==> src/rtl/dmem_arb_pkg.sv <==
// Shared types and helpers for the data-memory arbiter (CPU port vs. DMA/debug port).
package dmem_arb_pkg;

  localparam int DW       = 32;
  localparam int BEW      = DW / 8;
  localparam int ADDR_MAX = 32;

  typedef enum logic {
    OWN_CPU = 1'b0,
    OWN_DMA = 1'b1
  } owner_e;

  // Address field is sized for the widest supported memory; ports use the low AW bits.
  typedef struct packed {
    logic                we;
    logic [ADDR_MAX-1:0] addr;
    logic [DW-1:0]       wdata;
    logic [BEW-1:0]      be;
  } mem_req_t;

  function automatic mem_req_t gate_req(input mem_req_t req, input logic en);
    return en ? req : '0;
  endfunction

endpackage

==> src/rtl/dmem_arb_starve_ctr.sv <==
// Saturating DMA wait counter: raises o_force once the DMA port has waited MAX_WAIT cycles.
module dmem_arb_starve_ctr #(
  parameter int MAX_WAIT = 4
) (
  input  logic i_clk,
  input  logic i_reset,
  input  logic i_req,
  input  logic i_gnt,
  output logic o_force
);

  localparam int            CW  = $clog2(MAX_WAIT + 1);
  localparam logic [CW-1:0] SAT = CW'(MAX_WAIT);

  logic [CW-1:0] r_cnt;

  // Counts only consecutive losing cycles; any grant or dropped request restarts the wait.
  always_ff @(posedge i_clk) begin
    if (!i_reset) begin
      r_cnt <= '0;
    end else if (!i_req || i_gnt) begin
      r_cnt <= '0;
    end else if (r_cnt != SAT) begin
      r_cnt <= r_cnt + CW'(1);
    end
  end

  assign o_force = (r_cnt == SAT);

endmodule

==> src/rtl/dmem_arbiter.sv <==
// Single-port data memory arbiter between the CPU load/store port and the DMA/debug port.
// Default: fixed CPU priority with a starvation guard; define DMEM_ARB_RR_EN for round-robin.
module dmem_arbiter
  import dmem_arb_pkg::*;
#(
  parameter int AW       = 8,
  parameter int MAX_WAIT = 4
) (
  input  logic           i_clk,
  input  logic           i_reset,
  input  logic           i_cpu_req,
  input  logic           i_cpu_we,
  input  logic [AW-1:0]  i_cpu_addr,
  input  logic [DW-1:0]  i_cpu_wdata,
  input  logic [BEW-1:0] i_cpu_be,
  output logic           o_cpu_gnt,
  output logic           o_cpu_rvalid,
  output logic [DW-1:0]  o_cpu_rdata,
  input  logic           i_dma_req,
  input  logic           i_dma_we,
  input  logic [AW-1:0]  i_dma_addr,
  input  logic [DW-1:0]  i_dma_wdata,
  input  logic [BEW-1:0] i_dma_be,
  output logic           o_dma_gnt,
  output logic           o_dma_rvalid,
  output logic [DW-1:0]  o_dma_rdata,
  output logic           o_mem_en,
  output logic           o_mem_we,
  output logic [AW-1:0]  o_mem_addr,
  output logic [DW-1:0]  o_mem_wdata,
  output logic [BEW-1:0] o_mem_be,
  input  logic [DW-1:0]  i_mem_rdata
);

  mem_req_t w_cpu_req;
  mem_req_t w_dma_req;
  mem_req_t w_win_req;
  logic     w_cpu_win;
  logic     w_dma_win;
  logic     w_dma_first;
  logic     w_rsp_live;
  logic     w_unused_addr;
  logic     r_rd_pend;
  owner_e   r_rd_owner;

  always_comb begin
    w_cpu_req                = '0;
    w_cpu_req.we             = i_cpu_we;
    w_cpu_req.addr[AW-1:0]   = i_cpu_addr;
    w_cpu_req.wdata          = i_cpu_wdata;
    w_cpu_req.be             = i_cpu_be;
    w_dma_req                = '0;
    w_dma_req.we             = i_dma_we;
    w_dma_req.addr[AW-1:0]   = i_dma_addr;
    w_dma_req.wdata          = i_dma_wdata;
    w_dma_req.be             = i_dma_be;
  end

`ifdef DMEM_ARB_RR_EN
  owner_e r_last_gnt;

  // On contention the port that did not win most recently goes first.
  assign w_dma_first = (r_last_gnt == OWN_CPU);

  always_ff @(posedge i_clk) begin
    if (!i_reset) begin
      r_last_gnt <= OWN_DMA;
    end else if (w_cpu_win) begin
      r_last_gnt <= OWN_CPU;
    end else if (w_dma_win) begin
      r_last_gnt <= OWN_DMA;
    end
  end
`else
  dmem_arb_starve_ctr #(
    .MAX_WAIT (MAX_WAIT)
  ) u_starve_ctr (
    .i_clk   (i_clk),
    .i_reset (i_reset),
    .i_req   (i_dma_req),
    .i_gnt   (w_dma_win),
    .o_force (w_dma_first)
  );
`endif

  assign w_cpu_win = i_reset && i_cpu_req && !(i_dma_req && w_dma_first);
  assign w_dma_win = i_reset && i_dma_req && (!i_cpu_req || w_dma_first);

  assign o_cpu_gnt = w_cpu_win;
  assign o_dma_gnt = w_dma_win;

  assign w_win_req     = gate_req(w_dma_win ? w_dma_req : w_cpu_req, w_cpu_win || w_dma_win);
  assign w_unused_addr = ^w_win_req.addr;

  assign o_mem_en    = w_cpu_win || w_dma_win;
  assign o_mem_we    = w_win_req.we;
  assign o_mem_addr  = w_win_req.addr[AW-1:0];
  assign o_mem_wdata = w_win_req.wdata;
  assign o_mem_be    = w_win_req.be;

  // Remember who issued a read so the next-cycle memory data returns to that port only.
  always_ff @(posedge i_clk) begin
    if (!i_reset) begin
      r_rd_pend  <= 1'b0;
      r_rd_owner <= OWN_CPU;
    end else begin
      r_rd_pend  <= o_mem_en && !o_mem_we;
      r_rd_owner <= w_dma_win ? OWN_DMA : OWN_CPU;
    end
  end

  assign w_rsp_live   = i_reset && r_rd_pend;
  assign o_cpu_rvalid = w_rsp_live && (r_rd_owner == OWN_CPU);
  assign o_dma_rvalid = w_rsp_live && (r_rd_owner == OWN_DMA);
  assign o_cpu_rdata  = o_cpu_rvalid ? i_mem_rdata : '0;
  assign o_dma_rdata  = o_dma_rvalid ? i_mem_rdata : '0;

  a_one_grant  : assert property (@(posedge i_clk) !(o_cpu_gnt && o_dma_gnt));
  a_one_rvalid : assert property (@(posedge i_clk) !(o_cpu_rvalid && o_dma_rvalid));
  a_en_match   : assert property (@(posedge i_clk) o_mem_en == (o_cpu_gnt || o_dma_gnt));

endmodule
==> config.mk <==
export PLATFORM = sky130hd
export DESIGN_NAME = dmem_arbiter
export DESIGN_NICKNAME = d
export VERILOG_FILES = /design/src/rtl/dmem_arb_pkg.sv /design/src/rtl/dmem_arb_starve_ctr.sv /design/src/rtl/dmem_arbiter.sv
export SDC_FILE = /design/constraint.sdc
export NUM_CORES = 1
export LEC_CHECK = 0
export ABC_CLOCK_PERIOD_IN_PS = 1600
export BUFFER_PORTS_ARGS = -buffer_cell sky130_fd_sc_hd__buf_4
export CAP_MARGIN = 20
export CORE_AREA = 2 2 92 94
export DETAILED_ROUTE_END_ITERATION = 7
export DIE_AREA = 0 0 94 96
export SLEW_MARGIN = 10
export SYNTH_ARGS = -nofsm -noshare
export SYNTH_HDL_FRONTEND = slang
export SYNTH_SLANG_ARGS = --single-unit
==> constraint.sdc <==
create_clock -name i_clk -period 1.6 [get_ports i_clk]
set_clock_uncertainty 0.1 [all_clocks]
set_input_delay 0.32 -clock i_clk [delete_from_list [all_inputs] [get_ports i_clk]]
set_output_delay 0.32 -clock i_clk [all_outputs]
set_load 0.01 [all_outputs]
==> impl_metrics.toml, run 1 <==
[global_route]
grt_pass1_wl_um = 12900
first_global_vias = 2609
grt_max_degree = 49
grt.total_usage_pct = 18.0
overflow = 0
antenna_found_initial = 0

[logic_synthesis]
ys_types = 23
synth.area.top_cells = "and2_1, o21ai_2, nand3_1"
yosysTopAreaCell = "and2_1"
syn_area_mm2 = 0.00152
yosys_warnings = 0
synth-seq-cells = 5
yosysMostFrequentCell = "and2_1"
ys_top_cells_by_count = "and2_1, nand2_1, nand3_1"
syn-num-nets = 381
synth-async-reset-ratio_pct = 0
ys_seq_area_share_pct = 6.57
yosys_most_used_dff = "dfxtp_1"
syn_inst = 253
netlist.area_leader.share_pct = 27.1
synth-edff-count = 0
syn_avg_cell_area_um2 = 6.02

[die]
die_area_mm2 = 0.00902
chipWidth_um = 94
fp.dieH_um = 96
core_area_mm2 = 0.00805
rows = 33
ios = 240
start_util_pct = 18.9

[pwr]
p_per_area_mw_per_mm2 = 300
seqPwrFrac_pct = 10.3
total_power_mw = 1.31
swShare_pct = 34.6
switching_power_mw = 0.452
leakagePower_nw = 2.15
clkPwrFrac_pct = 17.8
p_comb_share_pct = 71.9
p_int_mw = 0.854
vdd_drop_max_uv = 209

[cells_and_area]
fin_util_pct = 54.1
final_nets = 634
num_antenna_cells = 0
area_delta_synth_final_pct = 186
drive_gt1_share_pct = 73.7

[clocking]
clk_pin_slew_worst_paths_ps = 30
cts_buffers = 3
clockBufferDepth = 2
cts_tree = "done"
clockRootBuffer = "clkbuf_8"
worstSkewPairLatency_ps = 220
clock_sinks = 5
cts-htree-levels = 1
hold_buffers = 0

[timing]
worst_pin_slew_ps = 377
setup_viol = 100
post-route-min-period_ps = 2040
worst_slack_ps = -441
slew_viol_final = 0
final.period_utilization_pct = 128
whs_ps = 347
relSlewSlack_pct = 74.9
finalSetupTns_ps = -19630
rsz0062_at_grt = "yes"
final-hold-violation-count = 0
timing.fmax_mhz = 490

[drt]
detail_route.wirelength_um = 9170
num_vias = 2764
drc = 0
drtIter0Drc = 47
antenna_left = 0
wl_per_cell_um = 15.0
firstDrtPassIters = 4
via_per_inst = 4.53

[worst_setup_path]
required_ps = 1180
end_kind = "primary output"
crit_type = "reg -> out"
crit_arrival_ps = 1620
crit_path_max_fanout = 6
cp-start-kind = "flip-flop"

[run_status]
status = "finished, violations left"
violations = "setup timing"

[min_path]
hold_path.class = "in -> reg"

[placed_design]
place_congestion = 0.721
io_buffers = 239
dpl_worst_slack_ps = -310
dpl.hpwl_um = 6180

[flow_run]
cap_violations = 0
==> worst max-delay path: stages, from the launching register on <==
cell and delay (ps):
dfxtp_2 330, inv_2 40, ha_4 150, a21bo_4 240, and2_4 210, clkbuf_16 180
o21ai_4 120, buf_6 120
==> layout by cell type, fill, tap and decap left out, drive strengths merged <==
cell | synthesis | final
o21a | 1 | 1
o21ai | 45 | 45
nand3 | 45 | 45
o211a | 1 | 1
buf | 19 | 267
ha | 2 | 2
nand2 | 48 | 48
nor3 | 2 | 2
clkbuf | 7 | 5
a31oi | 1 | 1
inv | 4 | 4
dfxtp | 5 | 5
and3 | 1 | 5
nor2 | 2 | 2
a21bo | 1 | 1
mux2i | 1 | 1
nor3b | 1 | 1
and2 | 67 | 69
==> per-layer routing <==
metal | global-route usage [%] | share of wire [%]
met5 | 0 | 0
met4 | 3.99 | 0.56
met3 | 3.68 | 8.3
met2 | 35.8 | 55
met1 | 19.5 | 36
==> cells by family after synthesis <==
| group | share of synthesized area [%] |
|---|---|
| adders and majority gates | 1.64 |
| and+or+nand+nor | 56.3 |
| DFF | 6.57 |
| muxes | 0.657 |
| buffers and inverters | 10.7 |
| AOI/OAI and AO/OA | 24.1 |
==> registers in the layout, indices dropped and copies added, names as in the netlist <==
register / cells
r_rd_pend: 1
r_rd_owner: 1
u_starve_ctr.r_cnt: 3
==> layout make-up <==
cell class | count | area [um^2]
clock buffers | 4 | 45.0
fillers | 751 | 3690
inverters | 4 | 15.0
multi-input cells | 224 | 1680
flip-flops and latches | 5 | 110
well taps | 105 | 131
repair buffers | 268 | 2370
==> per-stage QoR <==
| stage | cells | cell area, um^2 |
|---|---|---|
| floorplan | 253 | 1740 |
| global placement | 593 | 3700 |
| detailed placement | 593 | 3700 |
| CTS | 606 | 4090 |
| global route | 610 | 4360 |
| finish | 610 | 4360 |
==> power by group through the flow <==
stage | logic, mW | registers (mW) | clock network [mW]
5_1_grt | 1.01 | 0.136 | 0.248
2_1_floorplan | 0.334 | 0.133 | 0
3_3_place_gp | 0.792 | 0.133 | 0
6_report | 0.939 | 0.135 | 0.232
4_1_cts | 0.879 | 0.136 | 0.238
3_5_place_dp | 0.796 | 0.133 | 0
==> path summary, 6_finish.rpt <==
| check | from | to | slack [ps] | depth (start not counted) |
|---|---|---|---|---|
| setup / recovery | u_starve_ctr.r_cnt[1]$_SDFFE_PP0P_ | o_mem_wdata[1] | -440 | 7 |
| hold reg to reg | u_starve_ctr.r_cnt[0]$_SDFFE_PP0P_ | u_starve_ctr.r_cnt[0]$_SDFFE_PP0P_ | 410 | 2 |
| setup reg to reg | u_starve_ctr.r_cnt[1]$_SDFFE_PP0P_ | r_rd_pend$_SDFF_PN0_ | 10 | 6 |
| hold / removal | i_cpu_we | r_rd_pend$_SDFF_PN0_ | 350 | 3 |
==> timing repair <==
item	4_1_cts	5_1_grt
gates cloned	9	2
pin swaps	45	30
endpoints found under the setup margin	112	88
resized for setup	85	63
setup buffers	1	2
Power figures use the tool's default switching activity.
==> inputs of run 2 (changes only) <==
--- a/config.mk
+++ b/config.mk
@@ -8,10 +8,11 @@
 export ABC_CLOCK_PERIOD_IN_PS = 1600
 export BUFFER_PORTS_ARGS = -buffer_cell sky130_fd_sc_hd__buf_4
 export CAP_MARGIN = 20
-export CORE_AREA = 2 2 92 94
+export CORE_AREA = 2 2 93 95
 export DETAILED_ROUTE_END_ITERATION = 7
-export DIE_AREA = 0 0 94 96
+export DIE_AREA = 0 0 95 97
 export SLEW_MARGIN = 10
 export SYNTH_ARGS = -nofsm -noshare
 export SYNTH_HDL_FRONTEND = slang
+export SYNTH_HIERARCHICAL = 1
 export SYNTH_SLANG_ARGS = --single-unit
==> impl_metrics.toml, run 2 <==
[timing]
worst_pin_slew_ps = 258
whs_ps = 203
final.period_utilization_pct = 126
post-route-min-period_ps = 2020
final-hold-violation-count = 0
worst_slack_ps = -423
setup_viol = 115
timing.fmax_mhz = 494
slew_viol_final = 0
relSlewSlack_pct = 82.8
rsz0062_at_grt = "yes"
finalSetupTns_ps = -23180

[drt]
drtIter0Drc = 51
drc = 0
antenna_left = 0
num_vias = 2857
firstDrtPassIters = 4
detail_route.wirelength_um = 10100
via_per_inst = 4.54
wl_per_cell_um = 16.0

[worst_setup_path]
crit_path_cell_trace = "inv_2 > ha_4 > and2_4 > nand2_2 > nand2_8 > clkbuf_16 > o22ai_1 > buf_4"
crit_type = "reg -> out"
max_stage_delay_ps = 330
end_kind = "primary output"
required_ps = 1180
crit_arrival_ps = 1600
crit_path_max_fanout = 7
slowest_stage = "dfxtp_2"
cp-start-kind = "flip-flop"

[die]
core_area_mm2 = 0.00813
start_util_pct = 17.8
die_area_mm2 = 0.00922
fp.dieH_um = 97
rows = 33
ios = 240
chipWidth_um = 95

[clocking]
clk_pin_slew_worst_paths_ps = 40
worstSkewPairLatency_ps = 220
hold_buffers = 0
cts_buffers = 3
clockRootBuffer = "clkbuf_8"
clock_sinks = 5
cts_tree = "done"
cts-htree-levels = 1
clockBufferDepth = 2

[logic_synthesis]
yosysTopAreaCell = "and2_1"
syn-num-nets = 388
syn_avg_cell_area_um2 = 5.57
ys_types = 25
yosys_warnings = 6
synth-edff-count = 0
syn_inst = 260
ys_seq_area_share_pct = 6.91
yosysMostFrequentCell = "nand2_1"
yosys_most_used_dff = "dfxtp_1"
netlist.area_leader.share_pct = 27.7
synth-seq-cells = 5
synth-async-reset-ratio_pct = 0
synth.area.top_cells = "and2_1, nand2_1, o22ai_1"
syn_area_mm2 = 0.00145
ys_top_cells_by_count = "nand2_1, and2_1, o22ai_1"

[cells_and_area]
num_antenna_cells = 0
regMostFlops = "u_starve_ctr/r_cnt"
area_delta_synth_final_pct = 240
drive_gt1_share_pct = 76.5
top_regs = "u_starve_ctr/r_cnt: 3 flops, r_rd_owner: 1 flops, r_rd_pend: 1 flops"
final_nets = 653
final_cell_mix = "buf_4, buf_6, nand2_1"
final_common_cell = "buf_4"
fillCellCount = 686
largest_reg_flops = 3

[global_route]
grtUsageMet3_pct = 2.65
met2_usage_pct = 34.5
grt_pass1_wl_um = 12600
grt.total_usage_pct = 16.9
antenna_found_initial = 0
met1_usage_pct = 17.4
grt_max_degree = 40
grt_busiest_layer = "met2"
first_global_vias = 2533
overflow = 0

[pwr]
vdd_drop_max_uv = 299
total_power_mw = 1.44
p_per_area_mw_per_mm2 = 293
leakagePower_nw = 2.36
switching_power_mw = 0.515
p_comb_share_pct = 74.1
p_int_mw = 0.927
seqPwrFrac_pct = 9.4
clkPwrFrac_pct = 16.5
swShare_pct = 35.7

[placed_design]
place_congestion = 0.811
io_buffers = 239
dpl_worst_slack_ps = -264
dpl.hpwl_um = 7090

[flow_run]
cap_violations = 0

[run_status]
status = "finished, violations left"
violations = "setup timing"

[min_path]
hold_path.class = "in -> reg"
==> run 2: power by group through the flow <==
| stage | Combinational [mW] | Clock, mW | Sequential, mW |
|---|---|---|---|
| after floorplan | 0.431 | 0 | 0.136 |
| final | 1.07 | 0.238 | 0.135 |
| after detailed placement | 0.893 | 0 | 0.136 |
| after CTS | 0.924 | 0.244 | 0.134 |
| after global placement | 0.885 | 0 | 0.135 |
| after global routing | 1.14 | 0.261 | 0.136 |
==> run 2: area by class of cell <==
cell class                      count  area (um^2)  area share [%]
Timing Repair Buffer              285         2790            56.6
Tap cell                          105          131            2.67
Clock buffer                        4         45.0           0.914
Multi-Input combinational cell    226         1840            37.3
Inverter                            4         15.0           0.305
Sequential cell                     5          105            2.13
==> run 2: per-layer routing <==
layer | wire [um] | part of all wire [%]
met5 | 0 | 0
met2 | 5880 | 58
met1 | 3460 | 34
met4 | 132 | 1.3
met3 | 593 | 5.9
==> run 2: cell families after synthesis <==
kind of cell / share of synthesized area [%]
simple gates: 57.6
compound gates: 22.6
buf+inv: 11.1
flops: 6.91
fa+ha+maj: 1.73
==> run 2: repair_timing <==
item	CTS	global route
resized for setup	8	173
setup endpoints to repair	83	114
gates cloned	2	13
endpoints found under the hold margin	0	0
buffers inserted	2	5
pin swaps	1	71
==> run 2: final timing paths <==
kind / from / end / slack (ps) / cells after the start
worst max-delay path: u_starve_ctr/r_cnt[1]$_SDFFE_PP0P_ / o_mem_wdata[8] / -420 / 8
worst min-delay path: i_cpu_we / r_rd_pend$_SDFF_PN0_ / 200 / 2
worst max register to register: u_starve_ctr/r_cnt[1]$_SDFFE_PP0P_ / u_starve_ctr/r_cnt[1]$_SDFFE_PP0P_ / -120 / 9
worst min register to register: u_starve_ctr/r_cnt[1]$_SDFFE_PP0P_ / u_starve_ctr/r_cnt[1]$_SDFFE_PP0P_ / 500 / 3
==> run 2: stage by stage <==
step	cell area (um^2)	cells	utilization (%)
finish	4930	629	60.6
global route	4930	629	60.6
CTS	4080	611	50.2
detailed placement	3940	603	48.5
global placement	3940	603	48.5
floorplan	1950	260	-
==> run 2: critical path: cells and delay by family, from the launching register on <==
family / cells / cell delay [ps]
buf+inv: 3 / 370
compound gates: 1 / 130
flops: 1 / 330
simple gates: 3 / 400
fa+ha+maj: 1 / 150
